`src/rtl/moxie_ifetch_wb_if.sv`:
```
// moxie_ifetch_wb_if: Wishbone classic instruction-port bundle
interface moxie_ifetch_wb_if #(
  parameter int AW = 32,
  parameter int DW = 32
);
  logic [AW-1:0]   wb_I_adr_o;
  logic [DW-1:0]   wb_I_dat_i;
  logic [DW-1:0]   wb_I_dat_o;
  logic [DW/8-1:0] wb_I_sel_o;
  logic            wb_I_we_o;
  logic            wb_I_cyc_o;
  logic            wb_I_stb_o;
  logic            wb_I_ack_i;
  logic            wb_I_err_i;
  modport master (
    output wb_I_adr_o, wb_I_dat_o, wb_I_sel_o, wb_I_we_o, wb_I_cyc_o, wb_I_stb_o,
    input  wb_I_dat_i, wb_I_ack_i, wb_I_err_i
  );
  modport slave (
    input  wb_I_adr_o, wb_I_dat_o, wb_I_sel_o, wb_I_we_o, wb_I_cyc_o, wb_I_stb_o,
    output wb_I_dat_i, wb_I_ack_i, wb_I_err_i
  );
endinterface

```
`src/rtl/moxie_ifetch_wb.sv`:
```
// moxie_ifetch_wb: Wishbone classic instruction-fetch master with prefetch FIFO
module moxie_ifetch_wb #(
  parameter int            AW       = 32,
  parameter int            DW       = 32,
  parameter int            DEPTH    = 4,
  parameter logic [AW-1:0] RESET_PC = 'h0000_1000
) (
  input  logic              clk_i,
  input  logic              rst_i,
  moxie_ifetch_wb_if.master wb,
  input  logic              flush_i,
  input  logic [AW-1:0]     target_i,
  output logic [DW-1:0]     data_o,
  output logic [AW-1:0]     pc_o,
  output logic              valid_o,
  input  logic              ready_i,
  output logic              fault_o
);
  localparam int CW = $clog2(DEPTH + 1);
  localparam int PW = $clog2(DEPTH);
  localparam logic [CW-1:0] FULL = CW'(DEPTH);
  localparam logic [AW-1:0] STEP = AW'(DW / 8);
  typedef enum logic [1:0] {IDLE, REQ, DISCARD, HALT} state_t;
  state_t        state, state_n;
  logic [AW-1:0] adr, adr_n, tgt, tgt_n, tgt_a;
  logic [CW-1:0] count;
  logic [PW-1:0] rp, wp;
  logic          fault_n, ack, err, done, push, pop;
  logic [AW-1:0] pc_mem  [DEPTH];
  logic [DW-1:0] dat_mem [DEPTH];
  assign err     = wb.wb_I_err_i;
  assign ack     = wb.wb_I_ack_i & ~err;
  assign done    = ack | err;
  assign tgt_a   = {target_i[AW-1:2], 2'b00};
  assign valid_o = count != '0;
  assign pop     = valid_o & ready_i & ~flush_i;
  assign data_o  = valid_o ? dat_mem[rp] : '0;
  assign pc_o    = valid_o ? pc_mem[rp] : '0;
  assign wb.wb_I_adr_o = adr;
  assign wb.wb_I_dat_o = '0;
  assign wb.wb_I_sel_o = '1;
  assign wb.wb_I_we_o  = 1'b0;
  assign wb.wb_I_stb_o = (state == REQ) || (state == DISCARD);
  assign wb.wb_I_cyc_o = wb.wb_I_stb_o;
  // Next-state, fetch address, redirect target and push decision; flush overrides everything
  always_comb begin
    state_n = state;
    adr_n   = adr;
    tgt_n   = tgt;
    push    = 1'b0;
    fault_n = flush_i ? 1'b0 : (state == REQ && err) ? 1'b1 : fault_o;
    case (state)
      IDLE: begin
        state_n = (!flush_i && count < FULL) ? REQ : IDLE;
        adr_n   = flush_i ? tgt_a : adr;
      end
      REQ: begin
        push    = ack & ~flush_i;
        tgt_n   = flush_i ? tgt_a : tgt;
        adr_n   = flush_i ? (done ? tgt_a : adr) : ack ? adr + STEP : adr;
        state_n = flush_i ? (done ? REQ : DISCARD) :
                  err     ? HALT :
                  !ack    ? REQ :
                  (count + CW'(1) - CW'(pop) < FULL) ? REQ : IDLE;
      end
      DISCARD: begin
        tgt_n   = flush_i ? tgt_a : tgt;
        adr_n   = done ? tgt_n : adr;
        state_n = done ? REQ : DISCARD;
      end
      default: begin
        adr_n   = flush_i ? tgt_a : adr;
        state_n = flush_i ? IDLE : HALT;
      end
    endcase
  end
  // Control state, address and FIFO bookkeeping; flush empties the buffer
  always_ff @(posedge clk_i or negedge rst_i) begin
    if (!rst_i) begin
      state   <= IDLE;
      adr     <= RESET_PC;
      tgt     <= RESET_PC;
      count   <= '0;
      rp      <= '0;
      wp      <= '0;
      fault_o <= 1'b0;
    end else begin
      state   <= state_n;
      adr     <= adr_n;
      tgt     <= tgt_n;
      fault_o <= fault_n;
      count   <= flush_i ? '0 : count + CW'(push) - CW'(pop);
      rp      <= flush_i ? '0 : rp + PW'(pop);
      wp      <= flush_i ? '0 : wp + PW'(push);
    end
  end
  // FIFO storage: each entry keeps the fetch address alongside the returned word
  always_ff @(posedge clk_i) begin
    if (push) begin
      pc_mem[wp]  <= adr;
      dat_mem[wp] <= wb.wb_I_dat_i;
    end
  end
endmodule

```
`src/flat_wrapper.sv`:
```
// flat-port wrapper written by rule: the top's interface ports become plain ports
module moxie_ifetch_wb_flat 
#(
  parameter int            AW       = 32,
  parameter int            DW       = 32,
  parameter int            DEPTH    = 4,
  parameter logic [AW-1:0] RESET_PC = 'h0000_1000
)
  (clk_i, rst_i, flush_i, target_i, data_o, pc_o, valid_o, ready_i, fault_o, wb_wb_I_adr_o, wb_wb_I_dat_o, wb_wb_I_sel_o, wb_wb_I_we_o, wb_wb_I_cyc_o, wb_wb_I_stb_o, wb_wb_I_dat_i, wb_wb_I_ack_i, wb_wb_I_err_i);
  moxie_ifetch_wb_if #(.AW(AW), .DW(DW)) wb_i ();
  input  logic clk_i;
  input  logic rst_i;
  input  logic flush_i;
  input  logic [AW-1:0] target_i;
  output logic [DW-1:0] data_o;
  output logic [AW-1:0] pc_o;
  output logic valid_o;
  input  logic ready_i;
  output logic fault_o;
  output wire logic [$bits(wb_i.wb_I_adr_o)-1:0] wb_wb_I_adr_o;
  output wire logic [$bits(wb_i.wb_I_dat_o)-1:0] wb_wb_I_dat_o;
  output wire logic [$bits(wb_i.wb_I_sel_o)-1:0] wb_wb_I_sel_o;
  output wire logic [$bits(wb_i.wb_I_we_o)-1:0] wb_wb_I_we_o;
  output wire logic [$bits(wb_i.wb_I_cyc_o)-1:0] wb_wb_I_cyc_o;
  output wire logic [$bits(wb_i.wb_I_stb_o)-1:0] wb_wb_I_stb_o;
  input wire logic [$bits(wb_i.wb_I_dat_i)-1:0] wb_wb_I_dat_i;
  input wire logic [$bits(wb_i.wb_I_ack_i)-1:0] wb_wb_I_ack_i;
  input wire logic [$bits(wb_i.wb_I_err_i)-1:0] wb_wb_I_err_i;
  assign wb_wb_I_adr_o = wb_i.wb_I_adr_o;
  assign wb_wb_I_dat_o = wb_i.wb_I_dat_o;
  assign wb_wb_I_sel_o = wb_i.wb_I_sel_o;
  assign wb_wb_I_we_o = wb_i.wb_I_we_o;
  assign wb_wb_I_cyc_o = wb_i.wb_I_cyc_o;
  assign wb_wb_I_stb_o = wb_i.wb_I_stb_o;
  assign wb_i.wb_I_dat_i = wb_wb_I_dat_i;
  assign wb_i.wb_I_ack_i = wb_wb_I_ack_i;
  assign wb_i.wb_I_err_i = wb_wb_I_err_i;
  moxie_ifetch_wb #(.AW(AW), .DW(DW), .DEPTH(DEPTH), .RESET_PC(RESET_PC)) u_core (.clk_i(clk_i), .rst_i(rst_i), .wb(wb_i), .flush_i(flush_i), .target_i(target_i), .data_o(data_o), .pc_o(pc_o), .valid_o(valid_o), .ready_i(ready_i), .fault_o(fault_o));
endmodule
```
`config.mk`:
```
export PLATFORM = sky130hd
export DESIGN_NAME = moxie_ifetch_wb_flat
export DESIGN_NICKNAME = d
export VERILOG_FILES = /design/src/rtl/moxie_ifetch_wb_if.sv /design/src/rtl/moxie_ifetch_wb.sv /design/src/flat_wrapper.sv
export SDC_FILE = /design/constraint.sdc
export NUM_CORES = 1
export LEC_CHECK = 0
export ABC_AREA = 1
export BUFFER_PORTS_ARGS = -buffer_cell sky130_fd_sc_hd__buf_2
export CAP_MARGIN = 20
export CORE_ASPECT_RATIO = 0.6
export CORE_UTILIZATION = 62
export CTS_CLUSTER_SIZE = 10
export DETAILED_ROUTE_END_ITERATION = 7
export GPL_TIMING_DRIVEN = 0
export PLACE_DENSITY = 0.85
export SYNTH_ARGS = -nofsm -noshare
export SYNTH_HDL_FRONTEND = slang
export SYNTH_SLANG_ARGS = --single-unit
```
`constraint.sdc`:
```
create_clock -name clk_i -period 9.8 [get_ports clk_i]
set_input_delay 0.98 -clock clk_i [delete_from_list [all_inputs] [get_ports clk_i]]
set_output_delay 0.98 -clock clk_i [all_outputs]
set_load 0.005 [all_outputs]
```
==> results of run 1 <==
placed cells by master, fill, tap and decap left out, drive strengths merged, types with 6 or more instances in the layout:
master / instances
conb: 37
edfxtp: 256
ha: 10
buf: 271
nand3: 23
dfrtp: 72
clkbuf: 97
o21ai: 156
a22oi: 16
xor2: 7
nand2: 291
a221oi: 13
nor3: 6
a21oi: 70
inv: 61
nor2: 356
worst max-delay path, stage by stage:
cell and delay [ns]:
buf_2 0.12, inv_2 0.14, nand2_2 0.13, inv_1 0.33
buf_2 0.35, nand2_1 0.23, nor3_2 0.66, buf_6 0.27
buf_6 0.18, buf_4 0.23, buf_6 0.21, buf_6 0.17
worst paths after layout:
check | from | to | slack, ns | depth (start not counted)
setup / recovery | flush_i | u_core.pc_mem[2][23] | 5.99 | 12
hold / removal | rst_i | u_core.tgt[7] | 0.38 | 1
setup reg to reg | u_core.state[1] | u_core.pc_mem[2][23] | 6.02 | 12
hold reg to reg | u_core.tgt[25] | u_core.tgt[25] | 0.49 | 2
max in group asynchronous | rst_i | u_core.wb.wb_I_adr_o[12] | 8.78 | 2
min in group clk_i | u_core.tgt[25] | u_core.tgt[25] | 0.49 | 2
state kept, by name, summed over array words and instances, names as in the netlist:
register and count:
u_core.dat_mem 128, u_core.pc_mem 128, u_core.tgt 32, u_core.wb.wb_I_adr_o 32, u_core.count 3, u_core.rp 2
u_core.state 2, u_core.wp 2, u_core.fault_o 1
power groups by stage:
| stage | Combinational [mW] | Sequential [mW] | Clock (mW) |
|---|---|---|---|
| after CTS | 1.51 | 1.97 | 1.28 |
| after detailed placement | 1.49 | 1.99 | 0 |
| after global placement | 1.44 | 1.99 | 0 |
| after global routing | 1.70 | 2.00 | 1.34 |
| after floorplan | 0.917 | 1.90 | 0 |
| final | 1.54 | 1.99 | 1.28 |
metal layers:
layer	GRT usage, %	up-vias	part of all wire (%)
li1	-	5386	-
met1	48.1	5592	40
met2	49.8	798	45
met3	8.61	64	13
met4	8.52	0	1.8
met5	0	-	0
per-stage QoR:
step / util [%] / hold WS, ns / instance area (um^2)
after floorplan: - / 0.448 / 14900
final: 75.6 / 0.383 / 17600
after CTS: 75.6 / 0.391 / 17600
after global routing: 75.6 / 0.416 / 17600
after detailed placement: 70.9 / 0.462 / 16500
after global placement: 69.4 / 0.454 / 16100
cells by family after synthesis:
logic type | Yosys count
other | 2
DFF | 330
AOI/OAI and AO/OA | 259
xor gates and xnor gates | 9
buffers and inverters | 168
and+or+nand+nor | 682
adders and majority gates | 11
final cells by class:
class	count	area, um^2	area share [%]
Sequential cell	330	9540	54.3
Multi-Input combinational cell	998	4530	25.8
Clock buffer	66	1090	6.19
Inverter	59	221	1.26
Clock inverter	2	17.5	0.0997
Timing Repair Buffer	193	1140	6.51
Buffer	109	638	3.63
Tap cell	315	394	2.24
==> results.yml, run 1 <==
clock_tree:
  cts_max_path_buffers: 3
  cts_made_buffers: 39
  cts_tree: "yes"
  htree_levels: 2
  post_cts_resized: 0
  path_clk_slew_ns: 0.06
  postCtsSetupBuffers: 0
  root_buffer: "clkbuf_16"
  clk_latency_ns: 0.51
  ctsHoldBuffers: 0
  clkSinkCount: 330
sta:
  setup_viol: 0
  fin_crit_sh_pct: 38.9
  hold_viol_final: 0
  worst_clock_skew_ns: 0.0156
  final.setup.tns_ns: 0
  relSlewSlack_pct: 29.3
  layout_min_cycle_time_ns: 3.81
  final_max_slew_viol_count: 0
  worst_pin_slew_ns: 1.05
  rsz0062_at_grt: "no"
  fin_ws_ns: 5.99
  fmax_mhz: 262
power:
  switching_share_pct: 37.2
  p_comb_share_pct: 32.1
  seqPwrFrac_pct: 41.3
  power_density_nw_per_um2: 274
  clkPwrFrac_pct: 26.6
  power.total_mw: 4.81
  vdd_drop_max_uv: 182
  p_switching_mw: 1.79
  p_leak_nw: 7.47
  p_int_mw: 3.02
logic_synthesis:
  ys_ff_latch: 330
  ys_types: 40
  avgSynthCellArea_um2: 10.1
  synth_top_family_by_area: "simple AND/OR/NAND/NOR gates"
  synth_edf_count: 256
  yosys.area.top_type: "edfxtp_1"
  synth_mux_area_share_pct: 0
  synth-xor-area-share_pct: 0.584
  synth_common_cells: "340 x nor2_1, 284 x nand2_1, 256 x edfxtp_1"
  synth_top_cell_area_share_pct: 52.0
  yosys.area_share.simple_pct: 18.6
  yosysSeqAreaShare_pct: 64.6
  synth_fa_ha_area_share_pct: 0.982
  async_reset_ff_share_pct: 22.4
  synth.most_common_cell: "nor2_1"
  yosys_warnings: 0
  syn_inst: 1461
  ys_top_cells_by_area: "edfxtp_1 52%, dfrtp_1 12%, nor2_1 8.6%"
  synth_compound_area_share_pct: 9.45
  synth_top_flop_cell: "edfxtp_1"
  syn-cell-area_um2: 14800
placed_design:
  dp.cells: 2004
  port_buffers: 167
  gp_congestion: 0.929
  post-place-ws_ns: 5.53
  dp_hpwl_um: 27300
routing:
  detail_route.wl_per_cell_um: 19.3
  vias: 11840
  viasPerCell: 5.71
  dr.pass1.iters: 6
  route.detailed.drc: 0
  wl_um: 40100
  drt_iter0_drc: 1604
  ant_nets: 0
worst_setup_path:
  path_class: "in2reg"
  critPathMaxFanout: 12
  arrival_ns: 4.03
  cp.required_ns: 10.02
  startpoint_type: "primary input"
  end_kind: "register"
run:
  cap_viol_max_count: 0
floorplan:
  die_w_um: 201
  die_h_um: 122
  die_area_um2: 24500
  start_util_pct: 63.6
  ios: 207
  placementRows: 43
  core-area_um2: 23200
grt:
  grt_usage_pct: 33.0
  grt_pass1_wl_um: 60800
  grt_max_degree: 49
  grt.overflow.total: 0
  grt_antenna_before_repair: 0
  grt_pass1_vias: 11053
finish:
  area_growth_pct: 18.9
  nets: 1811
  layout.cells.non_filler: 2072
  drive_above_1_share_pct: 19.6
  diodes: 0
  fillers: 1536
hold_path:
  worst_hold_path_type: "in2async"
status:
  outcome: "finished, final reports clean"
No activity file was read; power rests on OpenSTA's default activity.
==> run 2, diff against run 1 <==
- CORE_UTILIZATION: 62 -> 58
- PLACE_DENSITY: 0.85 -> 0.81
- clock period: 9.8 -> 3.55 ns (I/O delays scaled with it)
==> run 2 against run 1 <==
Net effect: clock-buffer cell count down 1; power grew to 2.7 times the previous value; clock power grew to 2.8 times the previous value; flip-flop and latch count did not move; core utilization is 3.8 points lower; register-to-register slack got worse by 5.7 ns; critical path depth shrank 2; via count fell by 0.95%; sequential power rose to 2.7 times the previous value; cell area up 0.62%.
==> results.yml, run 2 (synthesis results as in run 1) <==
routing:
  route.detailed.drc: 0
  viasPerCell: 5.67
  wl_um: 39700
  vias: 11728
  dr.pass1.iters: 6
  ant_nets: 0
  drt_iter0_drc: 1604
  detail_route.wl_per_cell_um: 19.2
floorplan:
  start_util_pct: 60.1
  die_area_um2: 26100
  placementRows: 44
  core-area_um2: 24600
  die_h_um: 126
  ios: 207
  die_w_um: 208
placed_design:
  port_buffers: 167
  gp_congestion: 0.922
  dp_hpwl_um: 27100
  dp.cells: 2002
worst_setup_path:
  slowest_stage: "nor3_4"
  reg2reg_slack_ns: 0.31
  arrival_ns: 3.47
  critPathMaxStageDelay_ns: 0.59
  path_cells: "inv_1, ha_1, nand2_2, inv_1, buf_2, nand2_1, nor3_4, buf_8, buf_16, buf_16"
  path_class: "reg2reg"
  end_kind: "register"
  cp.required_ns: 3.78
  startpoint_type: "register"
  critPathMaxFanout: 18
clock_tree:
  cts_tree: "yes"
  path_clk_slew_ns: 0.06
  ctsHoldBuffers: 1
  root_buffer: "clkbuf_16"
  clkSinkCount: 330
  clk_latency_ns: 0.53
  post_cts_resized: 0
  cts_made_buffers: 38
  postCtsSetupBuffers: 0
  cts_max_path_buffers: 3
  htree_levels: 2
grt:
  grt_antenna_before_repair: 1
  grt_max_degree: 55
  met3_usage_pct: 6.13
  use_met2_pct: 45.6
  grt.overflow.total: 0
  grt_pass1_vias: 10941
  grt_pass1_wl_um: 61400
  grtUsageMet1_pct: 46.1
  grt_usage_pct: 30.6
  grt_most_used_layer: "met1"
finish:
  final_cell_mix: "340 x nor2_1, 284 x nand2_1, 256 x edfxtp_1"
  nets: 1802
  final_common_cell: "nor2_1"
  diodes: 0
  drive_above_1_share_pct: 19.1
  largestRegisters: "u_core.dat_mem (128), u_core.pc_mem (128)"
  area_growth_pct: 19.6
  layout.cells.non_filler: 2069
sta:
  layout_min_cycle_time_ns: 3.24
  worst_pin_slew_ns: 1.04
  fmax_mhz: 308
  setup_viol: 0
  holdWs_ns: 0.0453
  final_max_slew_viol_count: 0
  rsz0062_at_grt: "no"
  hold_viol_final: 0
  worst_clock_skew_ns: 0.0114
  fin_crit_sh_pct: 91.4
  relSlewSlack_pct: 30.4
power:
  vdd_drop_max_uv: 371
  p_leak_nw: 7.48
  power.total_mw: 13.2
  power_density_nw_per_um2: 746
hold_path:
  worst_hold_path_type: "in2reg"
status:
  outcome: "finished, final reports clean"
run:
  cap_viol_max_count: 0
==> run 2: changes by cell type in the layout (fill, tap and decap cells not counted) <==
cell           delta
inv_6             -1
buf_4             -1
nor3_2            -4
buf_8             +6
clkbuf_8          -1
nor3_4            +4
dlygate4sd3_1     +1
buf_6            -24
buf_16           +10
==> run 2: per-stage QoR <==
| stage | setup TNS (ns) | setup slack [ns] | instance area (um^2) | util, % |
|---|---|---|---|---|
| floorplan | -166.00 | -0.648 | 14900 | - |
| global placement | -671.82 | -2.73 | 16200 | 65.7 |
| detailed placement | 0 | 0.363 | 16600 | 67.4 |
| CTS | 0 | 0.347 | 17700 | 71.9 |
| global route | 0 | 0.137 | 17700 | 71.9 |
| finish | 0 | 0.305 | 17700 | 71.9 |
==> run 2: where the power goes <==
part / switching [mW] / internal, mW
sequential: 0.671 / 4.79
clock: 1.48 / 2.04
combinational: 2.73 / 1.47
total: 4.88 / 8.31
==> run 2: area by class of cell <==
class	instances	area, um^2
Sequential cell	330	9540
Fill cell	1759	6930
Multi-Input combinational cell	998	4550
Timing Repair Buffer	185	1240
Clock buffer	65	1070
Buffer	109	638
Tap cell	322	403
Inverter	59	221
Clock inverter	1	8.76
==> run 2: path summary, 6_finish.rpt <==
path,from,to,cells past startpoint
worst min-delay path,wb_wb_I_dat_i[14],u_core.dat_mem[3][14],1
worst max register to register,u_core.state[1],u_core.dat_mem[2][8],10
min in group asynchronous,rst_i,u_core.fault_o,2
max in group asynchronous,rst_i,u_core.tgt[12],3
worst min register to register,u_core.tgt[12],u_core.tgt[12],2
worst max-delay path,u_core.state[1],u_core.dat_mem[2][8],10
==> run 2: critical path: cells and delay by family, from the launching register on <==
family / cells / cell delay [ns]
adder cells (fa/ha/maj): 1 / 0.19
AND/OR/NAND/NOR: 3 / 1.00
buffers and inverters: 6 / 1.34
flip-flops: 1 / 0.40
==> run 2: routing by layer <==
metal | part of all wire [%] | routed length [um] | up-vias
met1 | 43 | 17000 | 5584
met3 | 11 | 4350 | 86
met5 | 0.043 | 17 | -
met4 | 2.2 | 872 | 2
li1 | - | - | 5371
met2 | 44 | 17500 | 685
==> run 3, diff against run 2 <==
- CORE_ASPECT_RATIO: 0.6 -> not set
- CORE_UTILIZATION: 58 -> 60
- CTS_BUF_LIST: not set -> sky130_fd_sc_hd__clkbuf_8
- PLACE_DENSITY: 0.81 -> 0.83
==> run 3 against run 2 <==
Net effect: flip-flop and latch count is the same; sequential share of layout area shrank 0.63 points; clock skew grew 0.014 ns; die area shrank 3.4%; global-route usage shrank 1.9 points; critical endpoint is now u_core.dat_mem[0][7]; critical path depth shrank 1; clock power shrank 18%; fmax shrank 1.1%; wire length shrank 8.4%; register-to-register slack lost 0.04 ns; cell area grew 1.2%.
==> results.yml, run 3 (synthesis results as in run 1) <==
sta:
  final_max_slew_viol_count: 0
  fmax_mhz: 305
  rsz0062_at_grt: "no"
  layout_min_cycle_time_ns: 3.28
  worst_pin_slew_ns: 1.01
  relSlewSlack_pct: 32.5
  fin_ws_ns: 0.269
  holdWs_ns: 0.0251
  fin_crit_sh_pct: 92.4
  worst_clock_skew_ns: 0.0252
  setup_viol: 0
  final.setup.tns_ns: 0
  hold_viol_final: 0
clock_tree:
  cts_max_path_buffers: 3
  clkSinkCount: 330
  path_clk_slew_ns: 0.06
  root_buffer: "clkbuf_8"
  clk_latency_ns: 0.57
  cts_tree: "yes"
  htree_levels: 2
  cts_made_buffers: 50
grt:
  grt_usage_pct: 28.7
  grt_antenna_before_repair: 0
  grt_pass1_vias: 11209
  grt.overflow.total: 0
  grt_max_degree: 67
  grt_pass1_wl_um: 56900
power:
  switching_share_pct: 37.4
  seqPwrFrac_pct: 43.6
  clkPwrFrac_pct: 23.3
  power.total_mw: 12.4
  p_int_mw: 7.77
  p_comb_share_pct: 33.0
  p_switching_mw: 4.63
  p_leak_nw: 7.63
  vdd_drop_max_uv: 636
  power_density_nw_per_um2: 693
floorplan:
  die_area_um2: 25300
  placementRows: 57
  core-area_um2: 24200
  ios: 207
  start_util_pct: 60.9
  die_w_um: 159
  die_h_um: 159
run:
  cap_viol_max_count: 0
routing:
  vias: 11565
  route.detailed.drc: 0
  drt_iter0_drc: 1087
  detail_route.wl_per_cell_um: 17.0
  wl_um: 36400
  ant_nets: 0
  dr.pass1.iters: 6
  viasPerCell: 5.42
worst_setup_path:
  end_kind: "register"
  startpoint_type: "register"
  critPathMaxFanout: 18
  rr_worst_depth: 9
  arrival_ns: 3.55
  cp.required_ns: 3.82
  path_class: "reg2reg"
finish:
  final_common_cell: "nor2_1"
  drive_above_1_share_pct: 19.5
  nets: 1852
  diodes: 0
  largestRegisters: "u_core.dat_mem (128), u_core.pc_mem (128)"
  postLayoutCellArea_um2: 17900
  layout.cells.non_filler: 2135
  area_growth_pct: 21.1
  final_cell_mix: "340 x nor2_1, 284 x nand2_1, 256 x edfxtp_1"
  final_util_pct: 73.8
placed_design:
  dp.cells: 2002
  dp_hpwl_um: 24600
  place_area_um2: 16600
  gp_congestion: 0.910
  port_buffers: 167
  post-place-ws_ns: 0.276
hold_path:
  worst_hold_path_type: "in2reg"
  holdPathStages: 1
status:
  outcome: "finished, final reports clean"
## run 3: worst max-delay path, cell delays in order, from the launching register on
cell and delay (ns):
dfrtp_1 0.40, inv_1 0.08, ha_1 0.20, nand2_2 0.13
inv_1 0.25, buf_2 0.30, nand2_1 0.30, nor3_4 0.86
buf_16 0.25, buf_16 0.18
## run 3: power groups by stage
stage / clock, mW / sequential (mW) / combinational [mW]
4_1_cts: 2.92 / 5.38 / 4.08
6_report: 2.89 / 5.41 / 4.10
3_5_place_dp: 0 / 5.45 / 4.01
5_1_grt: 3.11 / 5.46 / 4.56
3_3_place_gp: 0 / 5.44 / 3.85
2_1_floorplan: 0 / 5.25 / 2.53
## run 3: what timing repair did
item / 4_1_cts / 5_1_grt
setup buffers: 0 / 0
gates resized for setup: 0 / 0
hold buffers: 41 / 0
hold endpoints to repair: 185 / 0
## run 3: path summary, 6_finish.rpt
| path | from | to | slack, ns |
|---|---|---|---|
| setup / recovery | u_core.state[1] | u_core.dat_mem[0][7] | 0.27 |
| hold / removal | wb_wb_I_dat_i[6] | u_core.dat_mem[3][6] | 0.03 |
| setup reg to reg | u_core.state[1] | u_core.dat_mem[0][7] | 0.27 |
| hold reg to reg | u_core.tgt[12] | u_core.tgt[12] | 0.47 |
| max in group asynchronous | rst_i | u_core.wb.wb_I_adr_o[12] | 2.77 |
| min in group asynchronous | rst_i | u_core.tgt[27] | 0.16 |
## run 3: layout make-up
cell class / instances / area, um^2
buffer: 109 / 638
clock buffer: 54 / 743
clock inverter: 38 / 176
fill: 1662 / 6360
inverter: 59 / 221
multi-input combinational: 998 / 4550
sequential: 330 / 9540
tap: 324 / 405
timing repair buffer: 223 / 1610
## run 3: metal layers
metal  track usage [%]  share of wire, %
met2              48.6                49
met1              37.1                40
met5                 0                 0
met4              13.2               3.4
met3              4.19               7.6
